### src/rtl/gravador_hd.sv
// rtl/gravador_hd.sv - copies a RAM image into a fixed-size HD block and records its length
//
// Ports:
//   clk, reset              clock, asynchronous active-high reset
//   start                   request strobe, sampled only while idle
//   block_num, src_base,    destination block, first RAM word and word count,
//   length                  latched when a request is accepted
//   ram_addr / ram_rdata    synchronous RAM read port (data one cycle after address)
//   hd_addr, hd_wdata,      HD write port, one word per cycle with hd_we high
//   hd_we
//   size_sel / size_out     combinational size-table read (0 for out-of-range index)
//   busy, done, error       status: busy outside IDLE, done pulse per request,
//                           error pulse with done when the request was rejected
module gravador_hd #(
   parameter int unsigned BLOCK_SIZE = 200,
   parameter int unsigned NUM_BLOCKS = 8
) (
   input  logic        clk,
   input  logic        reset,
   input  logic        start,
   input  logic [7:0]  block_num,
   input  logic [31:0] src_base,
   input  logic [31:0] length,
   output logic [31:0] ram_addr,
   input  logic [31:0] ram_rdata,
   output logic [31:0] hd_addr,
   output logic [31:0] hd_wdata,
   output logic        hd_we,
   input  logic [7:0]  size_sel,
   output logic [31:0] size_out,
   output logic        busy,
   output logic        done,
   output logic        error
);

   localparam int unsigned IW = $clog2(NUM_BLOCKS);

   typedef enum logic [2:0] {
      S_IDLE,
      S_RD,
      S_WR,
      S_UPD,
      S_DONE
   } state_t;

   state_t        state;
   logic [IW-1:0] blk_q;
   logic [31:0]   src_q;
   logic [31:0]   len_q;
   logic [31:0]   base_q;
   logic [31:0]   count;
   logic [31:0]   count_next;
   logic          req_ok;
   logic [31:0]   size_table [NUM_BLOCKS];

   assign count_next = count + 32'd1;

   assign req_ok = (length != 32'd0) && (length <= BLOCK_SIZE) &&
                   (32'(block_num) < NUM_BLOCKS);

   // The RAM returns data one cycle after the address, so during WR the
   // read port already holds the word addressed in the preceding RD cycle.
   assign hd_wdata = ram_rdata;

   assign size_out = (32'(size_sel) < NUM_BLOCKS) ? size_table[size_sel[IW-1:0]] : 32'd0;

   always_ff @(posedge clk or posedge reset) begin
      if (reset) begin
         state    <= S_IDLE;
         blk_q    <= '0;
         src_q    <= '0;
         len_q    <= '0;
         base_q   <= '0;
         count    <= '0;
         ram_addr <= '0;
         hd_addr  <= '0;
         hd_we    <= 1'b0;
         busy     <= 1'b0;
         done     <= 1'b0;
         error    <= 1'b0;
         for (int i = 0; i < int'(NUM_BLOCKS); i++) begin
            size_table[i] <= '0;
         end
      end else begin
         case (state)
            S_IDLE: begin
               if (start) begin
                  busy <= 1'b1;
                  if (req_ok) begin
                     blk_q    <= block_num[IW-1:0];
                     src_q    <= src_base;
                     len_q    <= length;
                     base_q   <= 32'(block_num) * BLOCK_SIZE;
                     count    <= '0;
                     ram_addr <= src_base;
                     state    <= S_RD;
                  end else begin
                     // Rejected request: straight to DONE, HD and table untouched.
                     done  <= 1'b1;
                     error <= 1'b1;
                     state <= S_DONE;
                  end
               end
            end
            S_RD: begin
               // Write strobe and address are set up here so they are
               // valid for the whole WR cycle.
               hd_we   <= 1'b1;
               hd_addr <= base_q + count;
               state   <= S_WR;
            end
            S_WR: begin
               hd_we <= 1'b0;
               count <= count_next;
               if (count_next == len_q) begin
                  state <= S_UPD;
               end else begin
                  ram_addr <= src_q + count_next;
                  state    <= S_RD;
               end
            end
            S_UPD: begin
               size_table[blk_q] <= len_q;
               done  <= 1'b1;
               state <= S_DONE;
            end
            S_DONE: begin
               done  <= 1'b0;
               error <= 1'b0;
               busy  <= 1'b0;
               state <= S_IDLE;
            end
            default: begin
               hd_we <= 1'b0;
               done  <= 1'b0;
               error <= 1'b0;
               busy  <= 1'b0;
               state <= S_IDLE;
            end
         endcase
      end
   end

endmodule

### config.mk
export PLATFORM = sky130hd
export DESIGN_NAME = gravador_hd
export DESIGN_NICKNAME = d
export VERILOG_FILES = /design/src/rtl/gravador_hd.sv
export SDC_FILE = /design/constraint.sdc
export NUM_CORES = 1
export LEC_CHECK = 0
export CORE_MARGIN = 4
export CORE_UTILIZATION = 51
export DETAILED_ROUTE_END_ITERATION = 10
export GPL_TIMING_DRIVEN = 0
export PLACE_DENSITY = 0.74
export SETUP_SLACK_MARGIN = 0.1
export SLEW_MARGIN = 0
export SYNTH_ARGS = -nofsm -noshare
export SYNTH_HDL_FRONTEND = slang
export SYNTH_SLANG_ARGS = --single-unit
### constraint.sdc
create_clock -name clk -period 37.1 [get_ports clk]
set_clock_uncertainty 0.15 [all_clocks]
set_input_delay 3.71 -clock clk [delete_from_list [all_inputs] [get_ports clk]]
set_output_delay 3.71 -clock clk [all_outputs]
set_load 0.01 [all_outputs]
==> results.md, run 1 <==
* Gates resized, CTS repair at 0
* DRT iter0 DRCs at 1804
* Leakage at 13.42 nW
* Synth Area in Compound Gates at 8.887%
* Routed Antenna Nets at 0
* Critical Path RT at 33.24 ns
* # hold bufs at CTS at 0
* Hold_sp: src_q[0]
* Flop and latch count out of synthesis at 436
* Core Area at 45480 sq um
* Commonest cells post-synth: dfrtp_1, nand2_1, mux2_2, o21ai_0, nor2_1
* Skew-Pair Late Insertion Delay at 0.60 ns
* Max VDD drop at 0.03687 mV
* CP Capture Type: output port
* Mux cell area share after synthesis at 18.69%
* Initial antenna violation count at 0
* Worst R2R Setup Slack at 31.75 ns
* Final Critical Period at 10.92 ns
* ANT cells at 0
* DRT Pass-1 Iters at 5
* Ys flop type: dfrtp_1
* Fraction of layout cells with a size suffix above 1 at 17.24%
* Max Cap Viol at 0
* Mapped Area at 23480 sq um
* Distinct cells, synth at 75
* Critical Path AT at 7.06 ns
* Final WL at 69.12 mm
* Total gr overflow at 0
* Setup TNS at 0 ns
* CP cell instances: clkbuf_1 -> buf_1 -> clkbuf_1 -> mux4_2 -> mux2i_1 -> nor2_1 -> clkdlybuf4s50_1
* Cells after Synth at 2187
* Die Span Y at 222.6 um
* Most used cell along the critical path: clkbuf_1
* Largest family of logic cells by synthesized area: multiplexers
* Row count at 78
* Area contributors post-synth: dfrtp_1, mux2_2, mux4_2, nand2_1, ha_1
* Post-Syn Area per Cell at 10.74 sq um
* Status: finished, final reports clean
* Fin cells at 3088
* Maximum buffer depth of the clock tree at 3
* R2r worst-path depth at 16
* Final Hold Fails at 0
* Synth Area in XOR/XNOR at 4.124%
* PD cells at 36.14 nW/um^2
* Number of flops mapped to enable cells by yosys at 0
* Final setup violation count at 0
* Critical path fanouts, max at 10
* Critical Path Source Type: input pin
* Adder-cell share of the synthesized area at 4.902%
* RR Endpoint: ram_addr[25]
* CTS H-tree lvls at 2
* Slowest-stage cell, CP: buf_1
* Tot GR Track Use at 27.50%
* Final GP Congestion at 0.9414
* # placed instances at 3001
* Pin count of the biggest net entering global routing at 136
* Area leader, netlist: dfrtp_1
* CP Class: in -> out
* Die X at 222.6 um
* IO Pins at 247
* Nets at 2655
* Via count of the first global-routing pass at 18300
* CP max stage delay at 0.79 ns
* Simple-gate area share of the yosys netlist at 12.56%
* Clock sinks at 436
* Sink of the worst hold path: src_q[0]
* Most common cell in the netlist: dfrtp_1
* CTS buffer count at 47
* RR Startpoint: count[0]
* First-pass GRT wire length at 107.3 mm
* Area delta synth->final at 19.33%
* Slew Viols, Final at 0
* DRC Markers at 0
* Initial Util at 51.63%
* Asr flop ratio synth at 100.0%
* Clk root buf: clkbuf_16
* Port Buffer Count at 211
* WHS Path Cells at 2
* CTS tree: yes
* Fmax at 91.61 MHz
* Drt via density at 5.853
* Final Cycle Share at 29.42%
* Synth warnings at 0
* Via Count at 18073
* Sequential share of the synthesized area at 46.46%
* Avg WL per Cell at 22.38 um
* Top cell type's share of synthesized area at 46.46%
* Worst-Margin Slew at 1.113 ns
* RSZ-0062 raised after global routing: no
* HP Class: reg -> reg
* Syn nets at 2391
* Hpwl dp at 50.51 mm
* Worst-path clk slew at 0.06 ns
* Total die area at 49540 sq um
* Setup bufs post-CTS at 0
* Slew margin rel. at 25.29%
per-layer routing:
layer | global-route usage, % | share of wire (%) | wire length, um
met1 | 39.62 | 43 | 30050
met2 | 44.23 | 47 | 32730
met3 | 4.267 | 7.0 | 4831
met4 | 6.940 | 2.2 | 1507
met5 | 0 | 0 | 0
flip-flops by register name, summed over array words and instances (netlist names):
name        cells
hd_addr        32
size_table    256
state           3
error           1
done            1
blk_q           2
count          32
hd_we           1
ram_addr       32
len_q          32
busy            1
src_q          32
base_q         11
through the flow:
step | hold WS (ns) | util (%) | cell area (sq um) | setup slack, ns | power (mW)
final | 0.3291 | 61.61 | 28020 | 26.18 | 1.013
after detailed placement | 0.3177 | 58.13 | 26440 | 26.11 | 0.5393
after global placement | 0.3070 | 57.93 | 26350 | 16.61 | 0.5376
after global routing | 0.3549 | 61.61 | 28020 | 25.85 | 1.044
after CTS | 0.3310 | 61.59 | 28010 | 26.08 | 1.019
after floorplan | 0.2946 | - | 23480 | 21.09 | 0.5161
cells in the final DEF, fill, tap and decap left out, drive strengths merged, types with 47 or more instances in the layout:
cell           count
a21oi             77
buf               74
clkbuf           185
clkdlybuf4s50    211
dfrtp            436
ha                84
inv               54
mux2             233
mux4              64
nand2            322
nor2             126
o21ai            144
xnor2             61
xor2              47
cell type report:
class                      count  area, sq um
tap                          600        750.7
inverter                      52        202.7
multi-input combinational   1519        11550
fill                        3744        17460
timing repair buffer         215         2200
clock buffer                  75         1373
clock inverter                11        202.7
buffer                       180        832.0
sequential                   436        10910
power by group:
| group | internal, mW | switching [mW] | total [mW] |
|---|---|---|---|
| registers | 0.476 | 0.000364 | 0.476 |
| logic | 0.0248 | 0.0288 | 0.0536 |
| clock network | 0.283 | 0.199 | 0.483 |
worst max-delay path by stage:
stage,from,endpoint,depth (start not counted),slack (ns)
floorplan,reset,base_q[10],1,21.09
finish,size_sel[1],size_out[7],7,26.18
global placement,reset,size_table[173],2,16.61
CTS,size_sel[1],size_out[7],7,26.08
detailed placement,size_sel[1],size_out[7],7,26.11
global route,size_sel[1],size_out[7],7,25.85
critical path, delay by kind of cell:
kind          cells  cell delay, ns
simple gates      1            0.24
buf+inv           4            2.66
mux               2            0.43
kinds of logic after synthesis:
| family | count (synthesis) |
|---|---|
| XOR/XNOR | 109 |
| flip-flops | 436 |
| adder cells (fa/ha/maj) | 89 |
| AO/OA/AOI/OAI | 350 |
| buffers and inverters | 232 |
| AND/OR/NAND/NOR | 642 |
| multiplexers | 329 |
No activity file was read; power rests on OpenSTA's default activity.
==> inputs of run 2 (changes only) <==
==> constraint.sdc (replaced) <==
create_clock -name clk -period 10.65 [get_ports clk]
set_clock_uncertainty 0.15 [all_clocks]
set_input_delay 1.065 -clock clk [delete_from_list [all_inputs] [get_ports clk]]
set_output_delay 1.065 -clock clk [all_outputs]
set_load 0.01 [all_outputs]
==> run 2 against run 1 <==
Against the previous run: setup slack worse by 21 ns; cell area up 0.68%; sequential power rose to 3.5 times the previous value; total power rose to 3.5 times the previous value; final cell count up 0.16%; sequential share of layout area down 0.26 points; critical path type unchanged.
==> results.md, run 2 (synthesis results as in run 1) <==
* Status: finished, final reports clean
* Most frequent cells in the layout: dfrtp_1, nand2_1, mux2_2
* Worst setup margin at 4.932 ns (-21.25 ns)
* # placed instances at 3009 (+0.27%)
* Final WL at 68.88 mm (-0.35%)
* Filler cell count at 3716 (-0.75%)
* Port Buffer Count at 211 (unchanged)
* RSZ-0062 raised after global routing: no
* Slew margin rel. at 27.71% (+2.4 points)
* Flop pwr share at 46.2% (-0.8 points)
* Fraction of layout cells with a size suffix above 1 at 17.81% (+0.57 points)
* Initial antenna violation count at 0 (unchanged)
* HP Class: reg -> reg
* Avg WL per Cell at 22.27 um (-0.51%)
* CP cell instances: clkbuf_1 -> buf_1 -> clkbuf_1 -> mux4_2 -> mux2i_1 -> nor2_1 -> clkdlybuf4s50_1
* Area delta synth->final at 20.14%
* Clk root buf: clkbuf_16
* Initial Util at 51.63% (unchanged)
* Logic gate share of total power at 5.4% (about the same)
* Most used cell along the critical path: clkbuf_1
* PD cells at 127.3 nW/um^2 (+250%)
* Critical Path AT at 4.50 ns (-2.56 ns)
* Row count at 78 (unchanged)
* WHS at 0.3312 ns (+0.002123 ns)
* Final Hold Fails at 0 (unchanged)
* # hold bufs at CTS at 0 (unchanged)
* Total die area at 49540 sq um (unchanged)
* DRT iter0 DRCs at 1705 (-5.5%)
* Net Sw Power at 803.8 uW (+250%)
* Commonest non-fill, non-tap cell in the layout: dfrtp_1
* Critical Path Source Type: input pin
* Die X at 222.6 um (unchanged)
* CP max stage delay at 0.87 ns (+0.08 ns)
* Routed Antenna Nets at 0 (unchanged)
* Max Cap Viol at 0 (unchanged)
* Drt via density at 5.924 (+1.2%)
* Leakage at 13.51 nW (+0.69%)
* Critical Path RT at 9.44 ns (-23.80 ns)
* DRT Pass-1 Iters at 5 (unchanged)
* Fmax at 174.9 MHz
* Pin count of the biggest net entering global routing at 45 (-67%)
* Tot GR Track Use at 27.48% (about the same)
* Final Cycle Share at 53.69%
* Slowest-stage cell, CP: buf_1
* Sw Ratio at 22.39% (-0.18 points)
* Final Critical Period at 5.718 ns
* Clock group share of total power at 48.4% (+0.7 points)
* IO Pins at 247 (unchanged)
* CTS tree: yes
* Int Pwr at 2.787 mW (+260%)
* Setup TNS at 0 ns (unchanged)
* Top reg by flops: size_table
* Total gr overflow at 0 (unchanged)
* CTS buffer count at 46 (-2.1%)
* Via count of the first global-routing pass at 18482 (+0.99%)
* Core Area at 45480 sq um (unchanged)
* CP Class: in -> out
* Critical path fanouts, max at 10 (unchanged)
* DRC Markers at 0 (unchanged)
* Die Span Y at 222.6 um (unchanged)
* Maximum buffer depth of the clock tree at 3 (unchanged)
* Slew Viols, Final at 0 (unchanged)
* Hpwl dp at 50.94 mm (+0.86%)
* Via Count at 18322 (+1.4%)
* First-pass GRT wire length at 107.6 mm (+0.34%)
* Gates resized, CTS repair at 0 (unchanged)
* ANT cells at 0 (unchanged)
* CP Capture Type: output port
* Max reg flops at 256 (unchanged)
* Total Power at 3.591 mW (+250%)
* Final setup violation count at 0 (unchanged)
* Fin cells at 3093 (+0.16%)
* Nets at 2661 (+0.23%)
* Worst-Margin Slew at 1.074 ns (-0.03860 ns)
* Worst-path clk slew at 0.05 ns (about the same)
* Place WS at 4.055 ns (-22.06 ns)
* Skew-Pair Late Insertion Delay at 0.60 ns (about the same)
* Clock sinks at 436 (unchanged)
* Max VDD drop at 0.1275 mV (+250%)
* Setup bufs post-CTS at 0 (unchanged)
* Final GP Congestion at 0.9306 (-1.1%)
* CTS H-tree lvls at 2 (unchanged)
## run 2: cell count changes in the layout (fill, tap and decap cells not counted), sizes merged
| cell | previous run | this run |
|---|---|---|
| clkinv | 5 | 7 |
| buf | 74 | 81 |
| clkbuf | 185 | 176 |
| clkinvlp | 0 | 2 |
| bufinv | 4 | 7 |
## run 2: path summary, 6_finish.rpt
path / cells after the start / endpoint / from / slack (ns)
hold reg to reg: 2 / src_q[8] / src_q[8] / 0.33
min in group asynchronous: 2 / base_q[13] / reset / 0.56
setup reg to reg: 15 / ram_addr[25] / count[15] / 5.30
setup / recovery: 7 / size_out[7] / size_sel[1] / 4.93
max in group asynchronous: 6 / len_q[4] / reset / 8.51
hold / removal: 2 / src_q[8] / src_q[8] / 0.33
## run 2: per-stage QoR
step           util [%]  area [sq um]
2_1_floorplan         -         23490
3_3_place_gp      57.94         26350
3_5_place_dp      58.44         26580
4_1_cts           62.02         28210
5_1_grt           62.03         28210
6_report          62.03         28210
## run 2: power by group through the flow
stage	clock (mW)	combinational [mW]	sequential, mW
finish	1.74	0.194	1.66
detailed placement	0	0.196	1.69
floorplan	0	0.107	1.69
global placement	0	0.182	1.69
global route	1.83	0.216	1.66
CTS	1.76	0.198	1.66
## run 2: critical path: cells and delay by family
family        cells  cell delay [ns]
buf+inv           4             2.74
mux               2             0.42
simple gates      1             0.26
## run 2: cell type report
| type | count | area [sq um] | share of cell area [%] |
|---|---|---|---|
| Multi-Input combinational cell | 1519 | 11560 | 40.96 |
| Sequential cell | 436 | 10910 | 38.67 |
| Timing Repair Buffer | 222 | 2332 | 8.267 |
| Clock buffer | 66 | 1316 | 4.666 |
| Buffer | 180 | 832.0 | 2.949 |
| Tap cell | 600 | 750.7 | 2.661 |
| Clock inverter | 18 | 315.3 | 1.118 |
| Inverter | 52 | 198.9 | 0.7052 |
## run 2: routing by layer
| metal | part of all wire, % | vias up | GRT usage (%) |
|---|---|---|---|
| li1 | - | 8221 | - |
| met1 | 43 | 9229 | 39.25 |
| met2 | 47 | 758 | 43.15 |
| met3 | 7.8 | 114 | 5.338 |
| met4 | 2.6 | 0 | 8.153 |
| met5 | 0 | - | 0 |
